==> src/rtl/phy_pkg.sv <==
// Shared definitions for the UPDI physical-level frame receiver.
// Frame layout: start bit, eight data bits LSB first, even parity, two stop bits.
package phy_pkg;

   localparam int FRAME_W = 12;
   localparam int START_B = 0;
   localparam int PAR_B   = 9;
   localparam int STOP0_B = 10;
   localparam int STOP1_B = 11;

   typedef enum logic [2:0] {
      IDLE  = 3'd0,
      HUNT  = 3'd1,
      START = 3'd2,
      DATA  = 3'd3,
      CHECK = 3'd4,
      WRITE = 3'd5,
      DONE  = 3'd6
   } rx_state_t;

   // Even parity over data bits plus the parity bit itself.
   function automatic logic frame_parity_ok(input logic [FRAME_W-1:0] f);
      return ~(^f[PAR_B:START_B+1]);
   endfunction

   function automatic logic frame_stop_ok(input logic [FRAME_W-1:0] f);
      return f[STOP1_B] & f[STOP0_B];
   endfunction

endpackage

==> src/rtl/phy_rx_sampler.sv <==
// RX line front end: 2-flop synchronizer, falling-edge detect and the
// bit-period counter that produces mid-bit sampling ticks.
module phy_rx_sampler #(
   parameter int OVS = 16
) (
   input  logic clk,
   input  logic rst,
   input  logic prdata,
   input  logic load_half,
   input  logic load_full,
   output logic rxs,
   output logic fall,
   output logic tick
);

   localparam int CW = $clog2(OVS);

   logic sync0_r;
   logic sync1_r;
   logic prev_r;
   logic [CW-1:0] cnt_r;

   // Synchronizer chain plus one extra stage for edge detection; idles high.
   always_ff @(posedge clk or negedge rst) begin
      if (!rst) begin
         sync0_r <= 1'b1;
         sync1_r <= 1'b1;
         prev_r  <= 1'b1;
      end else begin
         sync0_r <= prdata;
         sync1_r <= sync0_r;
         prev_r  <= sync1_r;
      end
   end

   // Down-counter: half-bit reload aligns to mid-start, full reload steps bit to bit.
   always_ff @(posedge clk or negedge rst) begin
      if (!rst) begin
         cnt_r <= {CW{1'b0}};
      end else if (load_half) begin
         cnt_r <= CW'(OVS / 2 - 1);
      end else if (load_full) begin
         cnt_r <= CW'(OVS - 1);
      end else if (cnt_r != {CW{1'b0}}) begin
         cnt_r <= cnt_r - CW'(1);
      end
   end

   assign rxs  = sync1_r;
   assign fall = prev_r & ~sync1_r;
   assign tick = (cnt_r == {CW{1'b0}});

endmodule

==> src/rtl/phy_frame_rx.sv <==
// UPDI frame receiver: recovers 12-bit frames from the RX line and writes
// each raw frame word into the frame SRAM, flagging parity/stop/break.
module phy_frame_rx
   import phy_pkg::*;
#(
   parameter int OVS    = 16,
   parameter int WORDS  = 128,
   parameter int ADDR_W = 7
) (
   input  logic               clk,
   input  logic               rst,
   input  logic               ren,
   input  logic               prdata,
   output logic               csb0,
   output logic               web0,
   output logic [ADDR_W-1:0]  addr0,
   output logic [FRAME_W-1:0] o_data,
   output logic               rend,
   output logic               perr,
   output logic               ferr,
   output logic               brk,
   output logic               busy
);

   localparam logic [3:0] LAST_BIT = 4'(STOP1_B);

   rx_state_t state_r;
   rx_state_t state_n;

   logic rxs_s;
   logic fall_s;
   logic tick_s;
   logic load_half_s;
   logic load_full_s;
   logic shift_s;
   logic break_s;

   logic [FRAME_W-1:0] frame_r;
   logic [3:0]         bit_cnt_r;
   logic [ADDR_W-1:0]  addr_r;
   logic               csb0_r;
   logic               web0_r;
   logic [FRAME_W-1:0] o_data_r;
   logic               rend_r;
   logic               perr_r;
   logic               ferr_r;
   logic               brk_r;
   logic               busy_r;

   phy_rx_sampler #(.OVS(OVS)) u_sampler (
      .clk       (clk),
      .rst       (rst),
      .prdata    (prdata),
      .load_half (load_half_s),
      .load_full (load_full_s),
      .rxs       (rxs_s),
      .fall      (fall_s),
      .tick      (tick_s)
   );

   // State register.
   always_ff @(posedge clk or negedge rst) begin
      if (!rst) begin
         state_r <= IDLE;
      end else begin
         state_r <= state_n;
      end
   end

   // Next-state logic and per-cycle datapath strobes.
   always_comb begin
      state_n     = state_r;
      load_half_s = 1'b0;
      load_full_s = 1'b0;
      shift_s     = 1'b0;
      break_s     = 1'b0;
      case (state_r)
         IDLE: begin
            if (!ren) state_n = HUNT;
            else      state_n = IDLE;
         end
         HUNT: begin
            if (ren) begin
               state_n = IDLE;
            end else if (fall_s) begin
               load_half_s = 1'b1;
               state_n     = START;
            end else begin
               state_n = HUNT;
            end
         end
         START: begin
            if (ren) begin
               state_n = IDLE;
            end else if (tick_s) begin
               if (rxs_s) begin
                  state_n = HUNT;
               end else begin
                  shift_s     = 1'b1;
                  load_full_s = 1'b1;
                  state_n     = DATA;
               end
            end else begin
               state_n = START;
            end
         end
         DATA: begin
            if (ren) begin
               state_n = IDLE;
            end else if (tick_s) begin
               shift_s = 1'b1;
               if (bit_cnt_r == LAST_BIT) begin
                  state_n = CHECK;
               end else begin
                  load_full_s = 1'b1;
                  state_n     = DATA;
               end
            end else begin
               state_n = DATA;
            end
         end
         CHECK: begin
            // An all-zero frame is a break; the edge detector keeps HUNT
            // quiet until the line has returned high.
            if (ren) begin
               state_n = IDLE;
            end else if (frame_r == {FRAME_W{1'b0}}) begin
               break_s = 1'b1;
               state_n = HUNT;
            end else begin
               state_n = WRITE;
            end
         end
         WRITE: begin
            if (ren)                                  state_n = IDLE;
            else if (addr_r == ADDR_W'(WORDS - 1))    state_n = DONE;
            else                                      state_n = HUNT;
         end
         DONE: begin
            if (ren) state_n = IDLE;
            else     state_n = DONE;
         end
         default: begin
            state_n = IDLE;
         end
      endcase
   end

   // Frame shift register (first line bit ends up in bit 0) and bit counter.
   always_ff @(posedge clk or negedge rst) begin
      if (!rst) begin
         frame_r   <= {FRAME_W{1'b0}};
         bit_cnt_r <= 4'd0;
      end else if (shift_s) begin
         frame_r   <= {rxs_s, frame_r[FRAME_W-1:1]};
         bit_cnt_r <= (state_r == START) ? 4'd1 : bit_cnt_r + 4'd1;
      end
   end

   // Outputs are registered from the next state so strobes align with WRITE.
   always_ff @(posedge clk or negedge rst) begin
      if (!rst) begin
         addr_r   <= {ADDR_W{1'b0}};
         csb0_r   <= 1'b1;
         web0_r   <= 1'b1;
         o_data_r <= {FRAME_W{1'b0}};
         rend_r   <= 1'b0;
         perr_r   <= 1'b0;
         ferr_r   <= 1'b0;
         brk_r    <= 1'b0;
         busy_r   <= 1'b0;
      end else begin
         if (state_n == IDLE) begin
            addr_r <= {ADDR_W{1'b0}};
         end else if (state_r == WRITE) begin
            addr_r <= (addr_r == ADDR_W'(WORDS - 1)) ? {ADDR_W{1'b0}} : addr_r + ADDR_W'(1);
         end
         csb0_r <= (state_n != WRITE);
         web0_r <= (state_n != WRITE);
         if (state_n == WRITE) begin
            o_data_r <= frame_r;
         end
         perr_r <= (state_n == WRITE) && !frame_parity_ok(frame_r);
         ferr_r <= (state_n == WRITE) && !frame_stop_ok(frame_r);
         brk_r  <= break_s;
         rend_r <= (state_n == DONE);
         busy_r <= (state_n != IDLE) && (state_n != DONE);
      end
   end

   assign csb0   = csb0_r;
   assign web0   = web0_r;
   assign addr0  = addr_r;
   assign o_data = o_data_r;
   assign rend   = rend_r;
   assign perr   = perr_r;
   assign ferr   = ferr_r;
   assign brk    = brk_r;
   assign busy   = busy_r;

endmodule

==> config.mk <==
export PLATFORM = sky130hd
export DESIGN_NAME = phy_frame_rx
export DESIGN_NICKNAME = d
export VERILOG_FILES = /design/src/rtl/phy_pkg.sv /design/src/rtl/phy_rx_sampler.sv /design/src/rtl/phy_frame_rx.sv
export SDC_FILE = /design/constraint.sdc
export NUM_CORES = 1
export LEC_CHECK = 0
export ABC_AREA = 1
export BUFFER_PORTS_ARGS = -buffer_cell sky130_fd_sc_hd__buf_4
export CAP_MARGIN = 20
export CELL_PAD_IN_SITES_DETAIL_PLACEMENT = 1
export CELL_PAD_IN_SITES_GLOBAL_PLACEMENT = 1
export CORE_MARGIN = 1.5
export CORE_UTILIZATION = 40
export DETAILED_ROUTE_END_ITERATION = 8
export GPL_TIMING_DRIVEN = 0
export PLACE_DENSITY = 0.75
export SETUP_SLACK_MARGIN = 0.3
export SLEW_MARGIN = 20
export SYNTH_ARGS = -nofsm -noshare
export SYNTH_HDL_FRONTEND = slang
export SYNTH_SLANG_ARGS = --single-unit
==> constraint.sdc <==
create_clock -name clk -period 2.9 [get_ports clk]
set_input_delay 0.145 -clock clk [delete_from_list [all_inputs] [get_ports clk]]
set_output_delay 0.145 -clock clk [all_outputs]
set_load 0.005 [all_outputs]
Word-level counts from Yosys, hierarchy flattened:

Cells that the tools add are included.
Widths: inputs -> output; s select.

* add/sub/neg operators: 3
* equality and inequality tests: 12
* mux-type cells: 38
* bitwise logic cells: 3
* reductions and logical operators: 13

Operators by type and width (number)
* $mux 3: 10
* $mux 7: 3
* $pmux 3 s7: 1
* $mux 4: 4
* $eq 3x3->1 const B: 5
* $mux 1: 15
* $logic_not 12->1: 1
* $reduce_xor 9->1: 1
* $add 7x1->7 const B: 1
* $eq 7x7->1 const B: 1
* $eq 3x2->1 const B: 2
* $logic_not 3->1: 2
* $mux 2: 3
* $ne 3x3->1 const B: 2
* $reduce_bool 3->1: 2
* $add 4x1->4 const B: 1
* $eq 4x4->1 const B: 1
* $logic_not 4->1: 1
* $pmux 1 s2: 2
* $reduce_bool 4->1: 1
* $sub 4x1->4 const B: 1
* $eq 3x1->1 const B: 1
* $logic_and 1x1->1: 3
* $and 1x1->1: 2
* other kinds (3): 3

* register bits after elaboration: 51
* input bits: 4
* output and inout port bits: 26
* logic and storage cells: 84

Logic depth before layout (Yosys ltp):

Gate-level depths: netlist of run 1.

* word-level depth: 7
* depth in mapped cells: 11
* gate-level depth less buffers: 11

By module:

A second synthesis of run 1 with hierarchy kept.

* cells, all modules: 283
* area total of the unflattened synthesis: 2424.8 um^2

Modules (own cells, without submodules)
* phy_frame_rx: instances 1, cells each 245, area an instance 2089.5 um^2, sequential area each 1102.3 um^2
* phy_rx_sampler: instances 1, cells each 38, area an instance 335.3 um^2, sequential area each 178.9 um^2

Worst setup path after synthesis of run 1:

OpenSTA, ideal clock, no wires.

* kind: flip-flop to flip-flop
* start: register u_sampler.cnt_r[0]
* end: register addr_r[0], in the netlist addr0[0]
* arrival: 1465 ps
* required time: 2787 ps
* slack: 1322 ps
* cell stages (with the launch flop): 12
* path buffers: 0
* cells stage by stage: dfrtp_1 inv_1 ha_1 nand2_2 nor2_4 nand2_1 nand2_1 nand3_1 nor2_2 nand3_4 nand2_1 inv_1

* longest elaborated chain between the ends: 6
* elaborated cells on any way between the ends: 9

RTL lines
* from (decl): line phy_rx_sampler.sv:21 `logic [CW-1:0] cnt_r;`
* from (signal assigned): line phy_rx_sampler.sv:39 `cnt_r <= {CW{1'b0}};`
* from (signal assigned): line phy_rx_sampler.sv:41 `cnt_r <= CW'(OVS / 2 - 1);`
* from (signal assigned): line phy_rx_sampler.sv:43 `cnt_r <= CW'(OVS - 1);`
* $logic_not 4->1 (*): line phy_rx_sampler.sv:51 `assign tick = (cnt_r == {CW{1'b0}});`
* $mux 3, on equally long branches: line phy_frame_rx.sv:110, phy_frame_rx.sv:95
* $mux 3, on equally long branches: line phy_frame_rx.sv:108, phy_frame_rx.sv:93
* $pmux 3 s7 (*): line phy_frame_rx.sv:77 `case (state_r)`
* $logic_not 3->1 (*): line phy_frame_rx.sv:173 `if (state_n == IDLE) begin`
* $mux 7 or $reduce_bool 2->1 (tied branches)
* to (signal assigned): line phy_frame_rx.sv:163 `addr_r <= {ADDR_W{1'b0}};`
* to (signal assigned): line phy_frame_rx.sv:174 `addr_r <= {ADDR_W{1'b0}};`
* to (signal assigned): line phy_frame_rx.sv:176 `addr_r <= (addr_r == ADDR_W'(WORDS - 1)) ? {ADDR_W{1'b0}} : addr_r + ADDR_W'(1);`
* to (decl): line phy_frame_rx.sv:40 `logic [ADDR_W-1:0] addr_r;`

Every way passes the cells marked *; elsewhere a longest branch is shown, timed or not.
A chain may end at the register's enable or synchronous reset.

Worst setup path in the final report of run 1:

Same ends and word-level chain as after synthesis.

==> results.yml, run 1 <==
route:
  antenna_left: 0
  drc: 0
  first_iter_violations: 64
  routedWlPerCell_um: 12.87
  drt-pass1-iter-count: 4
  drt_wl_total_mm: 5.185
  vias_per_cell: 4.784
  route.vias.total: 1928
setup_path:
  critical_path.n_buffers_inverters: 2
  worstSetupEndpointType: "flip-flop"
  cp_top_family: "simple AND/OR/NAND/NOR gates"
  cp_data_required_time_ps: 3100
  worstReg2RegStart: "u_sampler.cnt_r[0]"
  cp_cell_sequence: "inv_1 > ha_1 > nand2_2 > nor2_4 > nand2_1 > nand2_1 > nand3_1 > nor2_2 > nand3_4 > nand2_1 > inv_1"
  cp-start-kind: "flip-flop"
  r2r_slack_ps: 1040
  worstSetupPathType: "reg -> reg"
  r2r.worst_path.cells: 11
  cp_slowest_cell: "dfrtp_1"
  path_common_cell: "nand2_1"
  critical_path.max_stage_delay_ps: 390
  path_max_fanout: 8
  timing.rr.end: "addr0[0]"
  critical_path.startpoint: "u_sampler.cnt_r[0]"
  crit_arrival_ps: 2060
timing:
  finalSetupViolations: 0
  slew_viol_final: 0
  clock_skew_ps: 13.38
  hold-worst-slack_ps: 152.9
  fin_crit_ps: 1858
  worst_slew_margin_rel_pct: 56.61
  rsz0062_at_grt: "false"
  timing_worst_slew_pin_value_ps: 650.9
  fin_crit_sh_pct: 64.08
  clock.fmax_mhz: 538.1
  tns_ps: 0
  setup_slack_ps: 1042
  hold_violations: 0
yosys:
  synthTopCellsByArea: "dfrtp_1 47%, nand2_1 11%, inv_1 5.7%"
  yosysTopAreaCellShare_pct: 47.28
  ys_seq_elements: 51
  ys_seq_area_share_pct: 51.51
  syn_inst: 289
  yosysWarningCount: 0
  async_flop_share_pct: 100.0
  synth-edff-count: 0
  ys.flop_type: "dfrtp_1"
  syn_nets: 297
  netlist-cell-type-count: 32
  yosys.area.top_type: "dfrtp_1"
  syn_area_um2: 2487
  syn-mean-instance-area_um2: 8.607
global_routing:
  grt_max_degree: 52
  overflow: 0
  grt_pass1_vias: 1981
  antenna_found_initial: 0
  grt.total_usage_pct: 17.69
  grt_pass1_wl_mm: 8.928
placed_design:
  hpwlAfterDp_mm: 3.801
  place_ws_ps: 1019
  port-buffer-count: 29
  gp_congestion: 0.8572
  dp_cells: 393
cts:
  cts_buffer_depth: 2
  clockRootBuffer: "clkbuf_8"
  clkLatencyLatePin_ps: 310
  cts.reportedPaths.clkPinSlew_ps: 80
  cts_resized: 0
  htree_levels: 2
  cts.sinks: 51
  cts_setup_buffers: 0
  cts_tree: "yes"
  cts_buffers: 5
min_path:
  hold_class: "in -> reg"
  min_to: "brk"
  min-delay-start: "ren"
  hold_depth: 4
status:
  outcome: "complete, no violations"
cells_and_area:
  area_growth_pct: 17.61
  n_fill_cell: 717
  post-route-util_pct: 49.12
  n_antenna_cell: 0
  num-nets-final: 335
  seq_area_um2: 1281
  layoutNonFillerInstCount: 403
  drive_above_1_share_pct: 20.12
  multi_input_area_um2: 1001
floorplan:
  row_count: 28
  dieArea_um2: 6700
  start_util_pct: 41.76
  die_x_um: 81.86
  io_pins: 30
  die_h_um: 81.86
  coreArea_um2: 5956
flow_run:
  drv_cap: 0
power_and_ir_drop:
  pwr_density_cell_nw_per_um2: 643.9
  leakage_nw: 1.511
  ir_drop_uv: 314.8
## report_power, final
part           total [mW]  switching, mW  leakage, nW  internal, mW
combinational       0.495          0.303        0.828         0.192
clock               0.485          0.226       0.0524         0.258
sequential          0.904         0.0905        0.630         0.814
total                1.88          0.619         1.51          1.26
## through the flow
step	area (um2)	power, mW
floorplan	2487	1.283
global placement	2799	1.395
detailed placement	2799	1.419
CTS	2925	1.918
global route	2925	2.031
finish	2925	1.884
## cells by family (layout without fill, tap and decap cells)
group           after synthesis  after routing  share of synthesized area (%)
buf+inv                      49             88                          8.250
fa+ha+maj                     4              4                          2.012
compound gates               34             34                          6.992
mux                           2              2                         0.9054
simple gates                139            139                          26.81
flops                        51             51                          51.51
xor+xnor                     10             10                          3.521
## routing by layer
metal	global-route usage, %	vias to the layer above	share of wire (%)
li1	-	973	-
met1	21.98	926	47
met2	29.84	22	48
met3	4.222	7	3.0
met4	6.271	0	1.9
met5	0	-	0
## cell type report
class | instances | share of cell area [%]
Sequential cell | 51 | 43.80
Clock buffer | 7 | 2.609
Inverter | 44 | 5.646
Multi-Input combinational cell | 189 | 34.22
Clock inverter | 1 | 1.027
Buffer | 5 | 1.369
Tap cell | 75 | 3.208
Timing Repair Buffer | 31 | 8.127
## Yosys cell counts (all sizes together) (4+ instances only)
master,instances
a21oi,6
buf,5
dfrtp,47
dfstp,4
ha,4
inv,44
nand2,76
nand3,22
nand4,4
nor2,31
o21ai,26
xnor2,5
xor2,5
## flip-flops by register name, summed over array words and instances, names as in the netlist
name               cells
bit_cnt_r              4
web0                   1
u_sampler.cnt_r        4
rend                   1
busy                   1
perr                   1
state_r                3
u_sampler.rxs          1
addr0                  7
brk                    1
u_sampler.prev_r       1
ferr                   1
o_data                12
u_sampler.sync0_r      1
frame_r               12
## tightest hold or removal path, cell delays in order
cell and delay (ps):
buf_4 110, nor3_2 60, inv_1 70, nor2_1 40
## how the worst max path moves through the flow
| stage | slack, ps | endpoint | depth (start not counted) |
|---|---|---|---|
| floorplan | 1320 | addr0[0] | 11 |
| global placement | 1040 | addr0[3] | 11 |
| detailed placement | 1020 | addr0[0] | 11 |
| CTS | 990 | addr0[0] | 11 |
| global route | 810 | addr0[0] | 11 |
| finish | 1040 | addr0[0] | 11 |
## timing repair
action,in CTS,in global routing
hold buffers,2,0
endpoints found under the hold margin,48,0
setup endpoints to repair,0,0
## layout by cell type, fill, tap and decap left out
cell	Yosys	routed
inv_2	6	6
and3_1	1	1
nor2_1	25	25
nor3_2	1	1
inv_1	38	38
buf_4	1	30
a21oi_1	6	6
nand4_4	1	1
clkbuf_1	0	2
o21ai_1	16	16
o211ai_1	1	1
nand2_2	3	3
nand3_1	21	21
nor2_2	3	3
nand2_1	70	70
clkbuf_8	0	5
dfrtp_1	47	47
bufinv_16	0	1
mux2_1	1	1
nor3_1	1	1
xnor2_1	5	5
buf_6	2	2
buf_2	2	2
nand4_1	3	3
o22ai_1	1	1
or2_1	1	1
nand2_4	3	3
xor2_1	5	5
ha_1	4	4
mux2_2	1	1
nor2_4	3	3
dfstp_2	4	4
o21ai_0	10	10
nand3_4	1	1
nand3b_1	2	2
dlygate4sd3_1	0	2
No activity file was read; power rests on OpenSTA's default activity.
==> inputs of run 2 (changes only) <==
ABC_AREA = 0   (was 1)
PLACE_DENSITY = 0.76   (was 0.75)
clock period = 1.65 ns   (was 2.9 ns; I/O delays follow)
==> run 2 against run 1 <==
Net effect: the flow now finishes with violations (negative setup slack); hold slack worse by 54 ps; final cell count is 10% lower; register-to-register slack lost 1300 ps; clock skew fell by 1.9 ps; worst setup slack got worse by 1300 ps; sequential power is 59% higher; critical path depth fell by 5; first-iteration DRC count is 1.6% higher; die area is 5.7% lower; largest power group unchanged.
==> results.yml, run 2 <==
status:
  outcome: "complete, but fails checks"
  violations: "negative setup slack"
flow_run:
  drv_cap: 0
yosys:
  ys_seq_elements: 51
  yosys-top-cells-count: "47 x dfrtp_1, 46 x nand2_1, 13 x nor2_1"
  synth.most_common_cell: "dfrtp_1"
  yosysWarningCount: 0
  syn_nets: 219
  synthTopCellsByArea: "dfrtp_1 50%, nand2_1 7.4%, mux2_2 5.8%"
  syn_inst: 211
  synth-edff-count: 0
  ys.flop_type: "dfrtp_1"
  yosys.area.top_type: "dfrtp_1"
  syn-mean-instance-area_um2: 11.09
  netlist-cell-type-count: 42
  yosysTopAreaCellShare_pct: 50.27
  syn_area_um2: 2340
  async_flop_share_pct: 100.0
  ys_seq_area_share_pct: 54.76
setup_path:
  crit_arrival_ps: 2100
  worstSetupEndpointType: "flip-flop"
  worstSetupPathType: "reg -> reg"
  path_max_fanout: 5
  cp_data_required_time_ps: 1870
  cp-start-kind: "flip-flop"
timing:
  clock.fmax_mhz: 531.8
  timing_worst_slew_pin_value_ps: 639.5
  slew_viol_final: 0
  hold-worst-slack_ps: 99.14
  tns_ps: -5756
  hold_violations: 0
  clock_skew_ps: 11.49
  fin_crit_sh_pct: 114.0
  worst_slew_margin_rel_pct: 57.37
  setup_slack_ps: -230.3
  rsz0062_at_grt: "true"
  finalSetupViolations: 38
  fin_crit_ps: 1880
cts:
  cts_buffer_depth: 2
  cts.reportedPaths.clkPinSlew_ps: 100
  clkLatencyLatePin_ps: 320
  cts_tree: "yes"
  clockRootBuffer: "clkbuf_8"
  cts_buffers: 5
  htree_levels: 2
  cts.sinks: 51
power_and_ir_drop:
  pwr_density_cell_nw_per_um2: 863.0
  clkPwrFrac_pct: 24.9
  power.switching_mw: 0.9052
  leakage_nw: 1.609
  power_frac_seq_pct: 48.5
  swShare_pct: 30.53
  ir_drop_uv: 561.9
  p_int_mw: 2.060
  power_frac_comb_pct: 26.6
floorplan:
  die_h_um: 79.48
  row_count: 27
  start_util_pct: 41.98
  io_pins: 30
  dieArea_um2: 6317
  coreArea_um2: 5574
  die_x_um: 79.48
route:
  drt-pass1-iter-count: 4
  antenna_left: 0
  drt_wl_total_mm: 6.741
  first_iter_violations: 65
  routedWlPerCell_um: 18.62
  route.vias.total: 1933
  drc: 0
  vias_per_cell: 5.340
cells_and_area:
  seq_area_um2: 1290
  final_common_cell: "buf_4"
  n_fill_cell: 607
  area_growth_pct: 46.85
  stdcell_area_um2: 3436
  drive_above_1_share_pct: 53.10
  num-nets-final: 297
  layout_common_cells: "57 x buf_4, 40 x dfrtp_1, 32 x nand2_1"
  post-route-util_pct: 61.64
  multi_input_area_um2: 1271
  n_antenna_cell: 0
placed_design:
  port-buffer-count: 29
  dpl_cell_area_um2: 2743
  place_ws_ps: -437.7
  hpwlAfterDp_mm: 3.401
  gp_congestion: 0.7811
global_routing:
  grt_pass1_wl_mm: 9.108
  overflow: 0
  grt.total_usage_pct: 19.13
  grt_max_degree: 52
  grt_pass1_vias: 1851
  antenna_found_initial: 0
min_path:
  hold_class: "in -> reg"
## run 2: changes by cell type in the layout (fill, tap and decap cells not counted), sizes merged, moves of 7 or more
cell | before | now
buf | 34 | 72
inv | 44 | 5
mux2 | 2 | 12
nand2 | 76 | 46
nand2b | 0 | 7
nand3 | 22 | 2
nor2 | 31 | 13
o21ai | 26 | 5
## run 2: power by group through the flow
stage | Combinational [mW] | Sequential [mW] | Clock [mW]
3_5_place_dp | 0.421 | 1.46 | 0
3_3_place_gp | 0.409 | 1.45 | 0
5_1_grt | 0.859 | 1.45 | 0.786
2_1_floorplan | 0.325 | 1.44 | 0
4_1_cts | 0.596 | 1.44 | 0.747
6_report | 0.789 | 1.44 | 0.739
## run 2: layout make-up
class                           count  area share (%)
Buffer                              5           2.003
Timing Repair Buffer               71           17.73
Inverter                            5          0.6191
Multi-Input combinational cell    150           37.00
Clock inverter                      2          0.3642
Tap cell                           72           2.622
Sequential cell                    51           37.55
Clock buffer                        6           2.112
## run 2: repair_timing
action                                  CTS  global route
gates resized for setup                  26            45
buffers inserted                         21            17
hold buffers                              2             0
pin swaps                                10            27
endpoints found under the hold margin    48             0
cloned                                    0             2
endpoints found under the setup margin   47            47
## run 2: worst paths after layout
| check | start | to | slack (ps) | depth (start not counted) |
|---|---|---|---|---|
| hold / removal | ren | u_sampler.cnt_r[3] | 100 | 3 |
| hold reg to reg | u_sampler.sync0_r | u_sampler.rxs | 360 | 0 |
| max in group asynchronous | rst | frame_r[9] | 860 | 2 |
| setup / recovery | state_r[1] | o_data[11] | -230 | 6 |
| min in group asynchronous | rst | addr0[6] | 320 | 2 |
| setup reg to reg | state_r[1] | o_data[11] | -230 | 6 |
## run 2: cell families after synthesis
group                      synth area share, %
adders and majority gates                2.139
AOI/OAI and AO/OA                        8.129
buffers and inverters                    2.193
xor gates and xnor gates                 4.866
and+or+nand+nor                          21.28
DFF                                      54.76
muxes                                    6.631
## run 2: worst max-delay path, stage by stage, from the launching register on
cell	delay [ps]
dfrtp_1	440
or4b_4	530
a31oi_4	210
buf_12	150
buf_6	90
buf_6	80
mux2_4	280
## run 2: per-stage QoR
step / instances / total power, mW
global placement: 312 / 1.859
finish: 362 / 2.965
global route: 362 / 3.091
CTS: 343 / 2.778
floorplan: 211 / 1.760
detailed placement: 312 / 1.882
## run 2: routing by layer
layer	share of wire, %	GRT usage (%)	vias to the layer above
met5	0	0	-
met4	2.3	7.895	0
met3	3.4	4.343	14
met2	54	33.22	45
met1	41	22.66	994
li1	-	-	880
==> inputs of run 3 (changes only) <==
MAX_ROUTING_LAYER = met4   (was default)
SETUP_SLACK_MARGIN = default   (was 0.3)
==> run 3 against run 2 <==
Net effect: the flow still finishes with violations (negative setup slack); combinational power is 13% lower; first-iteration DRC count is 68% lower; core utilization is 4.0 points lower; non-clock buffer count is 14 lower; sequential share of layout area is 2.5 points higher; wire length is 15% lower; critical path depth is 4 higher; cell area is 6.5% lower; total power is 3.1% higher; clock power is 25% higher; clock skew is 1.8 ps higher; critical endpoint is now frame_r[4]; largest cell class unchanged; highest routed layer unchanged.
==> results.yml, run 3 (same netlist as run 2, synthesis figures left out) <==
timing:
  finalSetupViolations: 40
  clock.fmax_mhz: 534.0
  timing_worst_slew_pin_value_ps: 645.6
  slew_viol_final: 0
  clock_skew_ps: 13.30
  hold_violations: 0
  fin_crit_ps: 1873
  setup_slack_ps: -222.8
  hold-worst-slack_ps: 106.4
  fin_crit_sh_pct: 113.5
  worst_slew_margin_rel_pct: 56.96
  rsz0062_at_grt: "true"
floorplan:
  die_x_um: 79.48
  die_h_um: 79.48
  coreArea_um2: 5574
  row_count: 27
  start_util_pct: 41.98
  dieArea_um2: 6317
  io_pins: 30
power_and_ir_drop:
  power_frac_seq_pct: 47.4
  swShare_pct: 27.79
  power_frac_comb_pct: 22.5
  leakage_nw: 1.538
  power.switching_mw: 0.8496
  ir_drop_uv: 668.0
  finalPower_mw: 3.057
  clkPwrFrac_pct: 30.2
  pwr_density_cell_nw_per_um2: 951.3
  p_int_mw: 2.207
cells_and_area:
  stdcell_area_um2: 3213
  num-nets-final: 283
  post-route-util_pct: 57.64
  n_fill_cell: 612
  final_common_cell: "buf_4"
  area_growth_pct: 37.33
  layout_common_cells: "48 x buf_4, 42 x dfrtp_1, 40 x nand2_1"
  drive_above_1_share_pct: 45.65
  n_antenna_cell: 0
flow_run:
  drv_cap: 0
route:
  drt_wl_total_mm: 5.748
  routedWlPerCell_um: 16.52
  vias_per_cell: 5.144
  first_iter_violations: 21
  route.vias.total: 1790
  drt-pass1-iter-count: 4
  drc: 0
  antenna_left: 0
cts:
  cts_buffer_depth: 2
  cts_buffers: 5
  htree_levels: 2
  clockRootBuffer: "clkbuf_8"
  cts_tree: "yes"
  clkLatencyLatePin_ps: 310
  cts.reportedPaths.clkPinSlew_ps: 100
  cts.sinks: 51
global_routing:
  antenna_found_initial: 0
  overflow: 0
  grt_pass1_vias: 1913
  grt_pass1_wl_mm: 9.404
  grt.total_usage_pct: 20.26
  grt_max_degree: 52
status:
  outcome: "complete, but fails checks"
  violations: "negative setup slack"
placed_design:
  port-buffer-count: 29
  hpwlAfterDp_mm: 3.477
  dpl_cell_area_um2: 2710
  gp_congestion: 0.7906
setup_path:
  worstSetupEndpointType: "flip-flop"
  path_max_fanout: 6
  cp_data_required_time_ps: 1860
  crit_arrival_ps: 2080
  cp-start-kind: "flip-flop"
  worstSetupPathType: "reg -> reg"
min_path:
  hold_class: "in -> reg"
## run 3: timing repair
action	4_1_cts	5_1_grt
resized for setup	29	23
hold endpoints to repair	48	0
hold buffers	2	0
setup buffers	19	7
pin swaps	8	17
endpoints found under the setup margin	46	44
cloned	2	0
## run 3: final timing paths
kind	to	depth (start not counted)	startpoint	slack [ps]
hold / removal	brk	3	ren	110
setup reg to reg	frame_r[4]	10	u_sampler.cnt_r[1]	-220
hold reg to reg	u_sampler.rxs	0	u_sampler.sync0_r	360
max in group asynchronous	frame_r[5]	2	rst	850
min in group asynchronous	addr0[3]	2	rst	340
setup / recovery	frame_r[4]	10	u_sampler.cnt_r[1]	-220
## run 3: power groups by stage
| stage | clock network [mW] | registers [mW] | logic [mW] |
|---|---|---|---|
| global route | 0.989 | 1.47 | 0.751 |
| CTS | 0.950 | 1.44 | 0.568 |
| global placement | 0 | 1.45 | 0.397 |
| finish | 0.922 | 1.45 | 0.686 |
| detailed placement | 0 | 1.46 | 0.422 |
| floorplan | 0 | 1.43 | 0.318 |
## run 3: metal layers
metal | share of wire, % | track usage, % | routed length, um | vias to the layer above
li1 | - | - | - | 850
met5 | 0 | - | 0 | -
met2 | 55 | 35.42 | 3136 | 24
met4 | 1.1 | 6.491 | 65 | 0
met3 | 2.6 | 4.343 | 150 | 6
met1 | 42 | 23.08 | 2395 | 910
## run 3: area by class of cell
class	count	area, um2	area share (%)
Buffer	5	58.81	1.830
Sequential cell	51	1287	40.07
Multi-Input combinational cell	150	1180	36.72
Timing Repair Buffer	57	460.4	14.33
Tap cell	72	90.09	2.804
Inverter	5	18.77	0.5841
Clock buffer	6	82.58	2.570
Clock inverter	2	35.03	1.090
## run 3: worst max-delay path, cell delays in order (launching register included)
cell and delay (ps):
dfrtp_1 400, inv_2 80, ha_4 140, or3b_4 390, buf_4 150, buf_6 120
nor2_4 110, nand2_4 100, buf_8 150, nand2_1 70, nand2_1 60
## run 3: stage by stage
step / setup WS, ps / cells / TNS [ps]
CTS: -200.6 / 342 / -5318
finish: -222.8 / 348 / -6446
global route: -320.5 / 348 / -9647
floorplan: -112.7 / 211 / -1451
detailed placement: -417.0 / 312 / -9464
global placement: -330.1 / 312 / -8046
